[src/rtl/fuzzy_defuzz.sv]
// fuzzy_defuzz: weighted-average (centroid of singletons) defuzzifier.
// One {min,mid,max} membership triple per transaction goes through a
// 3-cycle serial MAC. The result then leaves through one of three paths:
// a zero-sum error path, a shift fast path for a sum of exactly 256, or a
// 20-cycle restoring divider. Only one transaction is in flight at a time.
module fuzzy_defuzz #(
    parameter logic [7:0] S_LO  = 8'd0,
    parameter logic [7:0] S_MID = 8'd128,
    parameter logic [7:0] S_HI  = 8'd255
) (
    input  logic       clk,
    input  logic       rst,
    input  logic       in_valid,
    output logic       in_ready,
    input  logic [9:0] mem_min,
    input  logic [9:0] mem_mid,
    input  logic [9:0] mem_max,
    output logic       out_valid,
    input  logic       out_ready,
    output logic [7:0] out_data,
    output logic       out_err
);

    typedef enum logic [2:0] {
        IDLE = 3'd0,
        MAC  = 3'd1,
        CHK  = 3'd2,
        DIV  = 3'd3,
        OUT  = 3'd4
    } state_t;

    localparam logic [4:0]  DIV_BITS = 5'd20;
    localparam logic [11:0] DEN_POW2 = 12'd256;

    state_t      state, state_nxt;

    // Membership triple latched at accept; later input changes are ignored.
    logic [9:0]  m_lo, m_mid, m_hi;

    // 3*1023*255 < 2^20 and 3*1023 < 2^12, so neither accumulator can wrap.
    logic [19:0] acc;
    logic [11:0] den;
    logic [1:0]  idx;

    // The divider shifts the dividend out of quo MSB-first while the
    // quotient bits shift in at the LSB end.
    logic [19:0] quo;
    logic [11:0] rem;
    logic [4:0]  cnt;

    // MAC operands for the current idx.
    logic [9:0]  mac_m;
    logic [7:0]  mac_s;
    logic [19:0] mac_prod;

    // Divider single-step signals.
    logic [12:0] div_trial;
    logic        div_ge;
    logic [11:0] div_rem_nxt;
    logic [19:0] div_quo_nxt;
    logic [7:0]  div_sat;

    // State register; reset aborts any transaction in flight.
    always_ff @(posedge clk) begin
        if (rst) begin
            state <= IDLE;
        end else begin
            state <= state_nxt;
        end
    end

    // Next-state logic.
    always_comb begin
        state_nxt = state;
        case (state)
            IDLE: if (in_valid)                            state_nxt = MAC;
            MAC:  if (idx == 2'd2)                         state_nxt = CHK;
            CHK:  if ((den == '0) || (den == DEN_POW2))    state_nxt = OUT;
                  else                                     state_nxt = DIV;
            DIV:  if (cnt == 5'd1)                         state_nxt = OUT;
            OUT:  if (out_ready)                           state_nxt = IDLE;
            default:                                       state_nxt = IDLE;
        endcase
    end

    assign in_ready = (state == IDLE);

    // Select the membership and its singleton for this MAC step.
    always_comb begin
        mac_m = m_lo;
        mac_s = S_LO;
        case (idx)
            2'd1: begin mac_m = m_mid; mac_s = S_MID; end
            2'd2: begin mac_m = m_hi;  mac_s = S_HI;  end
            default: ;
        endcase
    end

    assign mac_prod = {10'd0, mac_m} * {12'd0, mac_s};

    // One restoring-divide step. The remainder always stays below den, so
    // 12 bits hold it. The trial value needs one extra bit for the compare.
    assign div_trial   = {rem, quo[19]};
    assign div_ge      = (div_trial >= {1'b0, den});
    assign div_rem_nxt = div_ge ? (div_trial[11:0] - den) : div_trial[11:0];
    assign div_quo_nxt = {quo[18:0], div_ge};

    // Saturation guard; legal 8-bit singletons never trip it.
    assign div_sat = (|div_quo_nxt[19:8]) ? 8'hFF : div_quo_nxt[7:0];

    // Datapath: capture, MAC, path decision, divide and output hold.
    always_ff @(posedge clk) begin
        if (rst) begin
            m_lo      <= '0;
            m_mid     <= '0;
            m_hi      <= '0;
            acc       <= '0;
            den       <= '0;
            idx       <= '0;
            quo       <= '0;
            rem       <= '0;
            cnt       <= '0;
            out_valid <= 1'b0;
            out_data  <= '0;
            out_err   <= 1'b0;
        end else begin
            case (state)
                IDLE: begin
                    if (in_valid) begin
                        m_lo  <= mem_min;
                        m_mid <= mem_mid;
                        m_hi  <= mem_max;
                        acc   <= '0;
                        den   <= '0;
                        idx   <= '0;
                    end
                end
                MAC: begin
                    acc <= acc + mac_prod;
                    den <= den + {2'b00, mac_m};
                    idx <= idx + 2'd1;
                end
                CHK: begin
                    if (den == '0) begin
                        out_data  <= '0;
                        out_err   <= 1'b1;
                        out_valid <= 1'b1;
                    end else if (den == DEN_POW2) begin
                        // A divide by 256 is a byte shift (truncating).
                        out_data  <= acc[15:8];
                        out_err   <= 1'b0;
                        out_valid <= 1'b1;
                    end else begin
                        quo <= acc;
                        rem <= '0;
                        cnt <= DIV_BITS;
                    end
                end
                DIV: begin
                    quo <= div_quo_nxt;
                    rem <= div_rem_nxt;
                    cnt <= cnt - 5'd1;
                    if (cnt == 5'd1) begin
                        out_data  <= div_sat;
                        out_err   <= 1'b0;
                        out_valid <= 1'b1;
                    end
                end
                OUT: begin
                    // The data and err registers are not written here, so
                    // they stay stable while the result waits for out_ready.
                    if (out_ready) begin
                        out_valid <= 1'b0;
                    end
                end
                default: ;
            endcase
        end
    end

endmodule

[config.mk]
export PLATFORM = sky130hd
export DESIGN_NAME = fuzzy_defuzz
export DESIGN_NICKNAME = d
export VERILOG_FILES = /design/src/rtl/fuzzy_defuzz.sv
export SDC_FILE = /design/constraint.sdc
export NUM_CORES = 1
export LEC_CHECK = 0
export CAP_MARGIN = 20
export CORE_MARGIN = 3
export CORE_UTILIZATION = 50
export DETAILED_ROUTE_END_ITERATION = 7
export PLACE_DENSITY = 0.76
export SETUP_SLACK_MARGIN = 0.2
export SKIP_CTS_REPAIR_TIMING = 1
export SYNTH_ARGS = -nofsm -noshare
export SYNTH_HDL_FRONTEND = slang
export SYNTH_SLANG_ARGS = --single-unit
[constraint.sdc]
create_clock -name clk -period 8.2 [get_ports clk]
set_input_delay 0.82 -clock clk [delete_from_list [all_inputs] [get_ports clk]]
set_output_delay 0.82 -clock clk [all_outputs]
set_load 0.02 [all_outputs]
==> metrics.yaml, run 1 <==
status: "finished, final reports clean"
numCtsBuffers: 17
drv_slew: 0
cts_tree: "done"
drv_cap: 0
worstSetupEndpointType: "register"
period_share_pct: 77.6
via_per_inst: 5.62
wire_per_inst_um: 16.0
syn_area_um2: 8480
cts.sinks: 114
use_met1_pct: 28.5
syn_inst: 994
dr.pass1.iters: 7
setup_violations: 0
synth-seq-cells: 114
crit_arrival_ns: 6.68
crit_type: "reg2reg"
drc: 0
wl_mm: 20.0
use_met2_pct: 38.7
dpl_worst_slack_ns: 1.93
busiest_layer: "met2"
nNetsFinal: 1186
grt_pass1_wl_mm: 34.1
p_leak_uw: 0.00429
peakVddDrop_uv: 130
hp-class: "reg2reg"
worstReg2RegStart: "idx[0]$_SDFFE_PP0P_"
dieArea_um2: 18500
rows: 46
p_per_area_nw_per_um2: 181
start_util_pct: 52.2
dp_hpwl_mm: 15.2
fin_tns_setup_ns: 0
fin_crit_ns: 6.36
drive_gt1_share_pct: 6.87
clk_pin_slew_ns: 0.06
areaGrowthSynthToFinish_pct: 14.0
antenna_left: 0
cts_root_buf: "clkbuf_16"
portBuffers: 44
cp_max_fo: 29
post-route-worst-setup-slack_ns: 1.84
slew_headroom_pct: 25.8
synth_edf_count: 0
clkLatencyLatePin_ns: 0.43
gp_congestion: 0.860
met3_usage_pct: 5.92
required_ns: 8.52
htreeDepth: 4
async_reset_ff_share_pct: 0
synth_cell_types: 73
synth_ff_type: "dfxtp_1"
worst_pin_slew_ns: 1.11
antenna_found_initial: 0
core_region_area_um2: 16200
syn-num-nets: 1160
die-width_um: 136
synth_warnings: 0
overflow: 0
ios: 45
skew_ns: 0.0110
rsz0062_at_grt: "false"
die_y_um: 136
num_vias: 7023
hold_violations: 0
grt_max_degree: 94
hp-start: "m_lo[4]$_SDFFE_PP0P_"
drt_iter0_drc: 494
grtUsageTotal_pct: 23.1
grt_pass1_vias: 7031
start_kind: "register"
diodes: 0
fmax_mhz: 157
syn_avg_cell_area_um2: 8.53
clockBufferDepth: 2
synth-seq-area-share_pct: 26.9
worstSetupStartpoint: "idx[0]$_SDFFE_PP0P_"
-- path summary, 6_finish.rpt --
path                            slack, ns  depth (start not counted)                    to
worst max-delay path                 1.84                         19  acc[17]$_SDFFE_PP0P_
worst min register to register       0.45                          2  m_lo[4]$_SDFFE_PP0P_
worst max register to register       1.84                         19  acc[17]$_SDFFE_PP0P_
worst min-delay path                 0.45                          2  m_lo[4]$_SDFFE_PP0P_
-- worst max-delay path, stage by stage, from the launching register on --
cell and delay (ns):
dfxtp_1 0.34, inv_1 0.07, ha_1 0.78, a22oi_1 0.25, mux2i_1 0.37, and2_1 0.50, fa_1 0.52, fa_1 0.47
fa_1 0.55, inv_1 0.06, fa_1 0.53, inv_1 0.04, ha_1 0.34, nand2_1 0.09, a211oi_1 0.48, o41ai_4 0.15
o21ai_1 0.25, a31oi_1 0.13, xnor2_1 0.14, a22o_1 0.19
-- Yosys cell counts (4+ instances only) --
master	number	area share [%]
a211oi_1	4	0.35
a21o_1	6	0.53
a21oi_1	74	4.4
a222oi_1	11	1.3
a22o_1	16	1.7
a22oi_1	19	1.7
a311oi_1	14	1.4
a31oi_1	5	0.37
and2_1	11	0.81
and3_1	6	0.44
buf_1	5	0.22
buf_2	7	0.41
clkbuf_1	26	1.2
dfxtp_1	114	27
fa_1	58	14
ha_1	74	11
inv_1	124	5.5
mux2_2	4	0.53
mux2i_1	11	1.3
nand2_1	123	5.4
nand2b_1	12	0.89
nand3_1	7	0.41
nand4_1	4	0.30
nor2_1	98	4.3
nor2b_1	6	0.44
nor3_1	9	0.53
nor4_1	9	0.66
o21a_1	8	0.71
o21ai_0	24	1.4
o21ai_1	9	0.53
o22ai_1	4	0.30
or2_2	5	0.37
or3_1	6	0.44
xnor2_1	17	1.8
xor2_1	10	1.0
-- cells in the final DEF (no fill, tap or decap), types with 14 or more instances in the layout --
cell type / instances
inv_1: 124
a22oi_1: 19
nand2_1: 123
clkdlybuf4s50_1: 43
a311oi_1: 14
xnor2_1: 17
fa_1: 58
dfxtp_1: 114
ha_1: 74
o21ai_0: 24
a22o_1: 16
clkbuf_16: 17
nor2_1: 98
a21oi_1: 74
-- through the flow --
step                      util [%]  std cells  area [um2]  hold WS [ns]  total power (uW)
final                         59.5       1249        9660         0.454              1750
after global routing          59.5       1249        9660         0.481              1830
after CTS                     59.3       1247        9620         0.455              1750
after detailed placement      55.5       1215        9010         0.447               984
after global placement        55.5       1215        9010         0.446               978
after floorplan                  -        994        8480         0.433               891
-- layer usage --
metal	vias up	share of wire [%]
li1	3451	-
met1	3339	43
met2	188	49
met3	45	5.6
met4	0	2.7
met5	-	0
-- logic make-up after synthesis --
kind of cell / synth area share (%)
and+or+nand+nor: 16.4
adders and majority gates: 24.6
AOI/OAI and AO/OA: 19.6
DFF: 26.9
muxes: 1.83
buffers and inverters: 7.84
xor gates and xnor gates: 2.79
-- final cells by class --
| class | instances | area [um2] |
|---|---|---|
| Sequential cell | 114 | 2280 |
| Clock buffer | 20 | 467 |
| Inverter | 124 | 465 |
| Fill cell | 1437 | 6570 |
| Tap cell | 216 | 270 |
| Multi-Input combinational cell | 714 | 5530 |
| Clock inverter | 12 | 145 |
| Timing Repair Buffer | 49 | 497 |
-- report_power, final --
part           internal (uW)  leakage (uW)  switching, uW
sequential               586      0.000924           27.9
combinational            143       0.00308            228
clock                    477      0.000295            290
-- registers in the layout (all words and copies together), names as in the netlist --
signal and flops:
rem 12, quo 20, den 12, acc 20, idx 2, m_lo 10, out_valid 1, cnt 5
m_hi 10, out_err 1, state 3, m_mid 10, out_data 8
Power figures use the tool's default switching activity.
==> run 2, diff against run 1 <==
- PLACE_DENSITY: 0.76 -> 0.79
- clock period: 8.2 -> 5.35 ns (I/O delays scaled with it)
==> metrics.yaml, run 2 (same netlist as run 1, synthesis figures left out) <==
status: "finished with violations"
violations: "setup timing"
post-route-worst-setup-slack_ns: -0.0481
fmax_mhz: 185
drc: 0
critPathMaxStageDelay_ns: 0.57
cts.sinks: 114
worst_pin_slew_ns: 1.07
cts_tree: "done"
fin_area_um2: 10600
peakVddDrop_uv: 251
clkLatencyLatePin_ns: 0.42
rsz0062_at_grt: "true"
nNetsFinal: 1250
drt_iter0_drc: 626
required_ns: 5.66
dpl_worst_slack_ns: -0.0872
fillers: 1200
largest_registers: "acc: 20 flops, quo: 20 flops"
dp_hpwl_mm: 15.7
clk_pin_slew_ns: 0.06
fin_hold_ws_ns: 0.455
hold_violations: 0
die_y_um: 136
wl_mm: 23.3
p_per_area_nw_per_um2: 261
period_share_pct: 101
grt_pass1_vias: 7261
p_leak_uw: 0.00460
clockBufferDepth: 2
dr.pass1.iters: 6
crit_arrival_ns: 5.71
antenna_left: 0
htreeDepth: 4
grt_max_degree: 66
overflow: 0
crit_family: "adder cells"
die-width_um: 136
num_vias: 7594
final_cell_mix: "inv_1, nand2_1, dfxtp_1, nor2_1, a21oi_1"
skew_ns: 0.00985
slew_headroom_pct: 28.5
worstSetupEndpointType: "register"
grt_pass1_wl_mm: 34.6
core_region_area_um2: 16200
drv_slew: 0
diodes: 0
cp_max_fo: 8
multiInputGateArea_um2: 5930
wire_per_inst_um: 17.8
crit_type: "reg2reg"
antenna_found_initial: 0
ff_latch_area_um2: 2290
drv_cap: 0
crit_chain: "buf_4 > ha_4 > a22o_1 > mux2_2 > and2_4 > fa_1 > fa_1 > fa_1 > inv_1 > fa_1 > inv_2 > ha_4 > a21o_4 > o41ai_4 > nor2_1 > or3_1 > a32o_1"
start_util_pct: 52.2
start_kind: "register"
areaGrowthSynthToFinish_pct: 24.7
fin_crit_ns: 5.40
portBuffers: 44
hp-class: "reg2reg"
rows: 46
via_per_inst: 5.79
dieArea_um2: 18500
cts_root_buf: "clkbuf_16"
ios: 45
drive_gt1_share_pct: 18.7
crit_top_cell: "fa_1"
gp_congestion: 0.880
numCtsBuffers: 17
setup_violations: 1
placed_cell_area_um2: 9360
grtUsageTotal_pct: 23.5
worst_path_max_delay_cell: "fa_1"
path_buf_inv: 3
## run 2: tightest hold or removal path, delay by kind of cell (launching register included)
kind            cells  cell delay, ns
compound gates      1            0.05
flops               1            0.31
simple gates        1            0.05
## run 2: per-stage QoR
stage,cells,TNS [ns],utilization (%),total power (uW)
final,1312,-0.0481,65.1,2760
after global routing,1312,-0.611,65.1,2860
after CTS,1287,-0.337,61.3,2650
after detailed placement,1256,-0.212,57.7,1540
after global placement,1256,0,57.7,1530
after floorplan,994,0,-,1370
## run 2: worst paths after layout
kind / from / to / slack, ns / cells after the start
max reg2reg: idx[0]$_SDFFE_PP0P_ / acc[15]$_SDFFE_PP0P_ / -0.05 / 17
max: idx[0]$_SDFFE_PP0P_ / acc[15]$_SDFFE_PP0P_ / -0.05 / 17
min reg2reg: m_lo[8]$_SDFFE_PP0P_ / m_lo[8]$_SDFFE_PP0P_ / 0.45 / 2
min: m_lo[8]$_SDFFE_PP0P_ / m_lo[8]$_SDFFE_PP0P_ / 0.45 / 2
## run 2: area by class of cell
cell class / count / share of cell area, %
Clock buffer: 20 / 4.22
Clock inverter: 11 / 1.25
Tap cell: 216 / 2.56
Inverter: 124 / 4.45
Multi-Input combinational cell: 714 / 56.0
Timing Repair Buffer: 113 / 9.83
Sequential cell: 114 / 21.6
## run 2: power by group
part	switching (uW)	internal, uW
combinational	401	302
sequential	46.5	899
clock	411	698
## run 2: metal layers
layer,wire length [um],part of all wire [%],up-vias,track usage [%]
li1,-,-,3578,-
met1,9310,40,3702,28.3
met2,12200,52,258,42.5
met3,1130,4.8,56,4.03
met4,744,3.2,0,7.45
met5,0,0,-,0
==> run 3, diff against run 2 <==
- PLACE_DENSITY: 0.79 -> 0.74
==> metrics.yaml, run 3 (same netlist as run 1, synthesis figures left out) <==
drv_cap: 0
hp-class: "reg2reg"
drive_gt1_share_pct: 19.6
setup_violations: 0
portBuffers: 44
p_per_area_nw_per_um2: 267
drv_slew: 0
largest_registers: "acc: 20 flops, quo: 20 flops"
gp_congestion: 0.843
antenna_found_initial: 0
crit_arrival_ns: 5.48
areaGrowthSynthToFinish_pct: 26.4
nNetsFinal: 1251
final_common_cell: "nand2_1"
die_y_um: 136
via_per_inst: 5.72
dr.pass1.iters: 6
drc: 0
drt_iter0_drc: 483
num_vias: 7520
htreeDepth: 4
period_share_pct: 96.7
worst_pin_slew_ns: 1.08
dp.cells: 1260
wl_mm: 22.4
cts_tree: "done"
cts_root_buf: "clkbuf_16"
grt_max_degree: 73
fmax_mhz: 193
post-route-worst-setup-slack_ns: 0.177
slew_headroom_pct: 27.8
r2r_setup_slack_ns: 0.18
numCtsBuffers: 17
status: "finished, final reports clean"
hold_path_end: "m_lo[8]$_SDFFE_PP0P_"
clkLatencyLatePin_ns: 0.43
ios: 45
dpl_worst_slack_ns: -0.0187
grt_pass1_vias: 7297
wire_per_inst_um: 17.0
grtUsageTotal_pct: 23.7
whs_path_depth: 2
dp_hpwl_mm: 15.8
rsz0062_at_grt: "true"
dieArea_um2: 18500
worstReg2RegStart: "idx[0]$_SDFFE_PP0P_"
reg2reg_depth: 21
final_cell_mix: "nand2_1, dfxtp_1, inv_1, nor2_1, a21oi_1"
cts.sinks: 114
rows: 46
grt_pass1_wl_mm: 34.8
diodes: 0
start_kind: "register"
required_ns: 5.66
fin_crit_ns: 5.17
hp-start: "m_lo[8]$_SDFFE_PP0P_"
start_util_pct: 52.2
overflow: 0
die-width_um: 136
antenna_left: 0
fin_cells: 1314
skew_ns: 0.0111
r2r_end: "acc[18]$_SDFFE_PP0P_"
peakVddDrop_uv: 284
clockBufferDepth: 2
cp_max_fo: 10
p_leak_uw: 0.00471
core_region_area_um2: 16200
crit_type: "reg2reg"
hold_violations: 0
worstSetupEndpointType: "register"
clk_pin_slew_ns: 0.06
==> run 3: layout make-up <==
cell class	instances	area, um2
tap	216	270
multi-input combinational	714	6000
inverter	124	468
fill	1247	5520
sequential	114	2280
clock buffer	21	450
clock inverter	11	179
timing repair buffer	114	1060
==> run 3: per-stage QoR <==
step	total power, uW	hold slack (ns)	cell area [um2]	utilization (%)	TNS (ns)
after floorplan	1370	0.433	8520	-	0
after global placement	1540	0.444	9410	57.9	0
after detailed placement	1540	0.448	9410	57.9	-0.0232
after CTS	2760	0.454	10000	61.8	-0.256
after global routing	2980	0.490	10700	66.0	0
final	2860	0.456	10700	66.0	0
==> run 3: report_power, final <==
group / internal [uW] / leakage (uW) / switching (uW)
logic: 301 / 0.00349 / 401
registers: 899 / 0.000925 / 45.1
clock network: 795 / 0.000298 / 416
total: 2000 / 0.00471 / 863
==> run 3: worst max path at each step <==
stage	slack [ns]	start	end	cells after the start
global placement	0.1	idx[0]$_SDFFE_PP0P_	acc[15]$_SDFFE_PP0P_	23
floorplan	0.21	idx[0]$_SDFFE_PP0P_	acc[15]$_SDFFE_PP0P_	20
CTS	-0.09	idx[0]$_SDFFE_PP0P_	acc[18]$_SDFFE_PP0P_	23
detailed placement	-0.02	idx[0]$_SDFFE_PP0P_	acc[18]$_SDFFE_PP0P_	23
finish	0.18	idx[0]$_SDFFE_PP0P_	acc[18]$_SDFFE_PP0P_	21
global route	0.02	idx[0]$_SDFFE_PP0P_	acc[18]$_SDFFE_PP0P_	22
==> run 3: worst max-delay path, cell delays in order, from the launching register on <==
cell	delay, ns
dfxtp_2	0.34
buf_4	0.15
ha_4	0.21
a22o_1	0.23
mux2_4	0.31
and2_4	0.20
fa_1	0.48
inv_1	0.05
fa_1	0.50
inv_1	0.05
ha_1	0.29
inv_2	0.04
fa_2	0.55
inv_1	0.07
ha_1	0.28
a211o_1	0.26
o211ai_1	0.17
o21ai_2	0.16
o221ai_4	0.27
o21ai_2	0.08
xor2_1	0.15
a22o_1	0.20
==> run 3: per-layer routing <==
metal  global-route usage (%)  vias to the layer above  share of wire, %
li1                         -                     3592                 -
met2                     40.9                      217                51
met4                     8.96                        0               3.0
met5                        0                        -                 0
met3                     4.33                       60               4.6
met1                     29.4                     3651                41
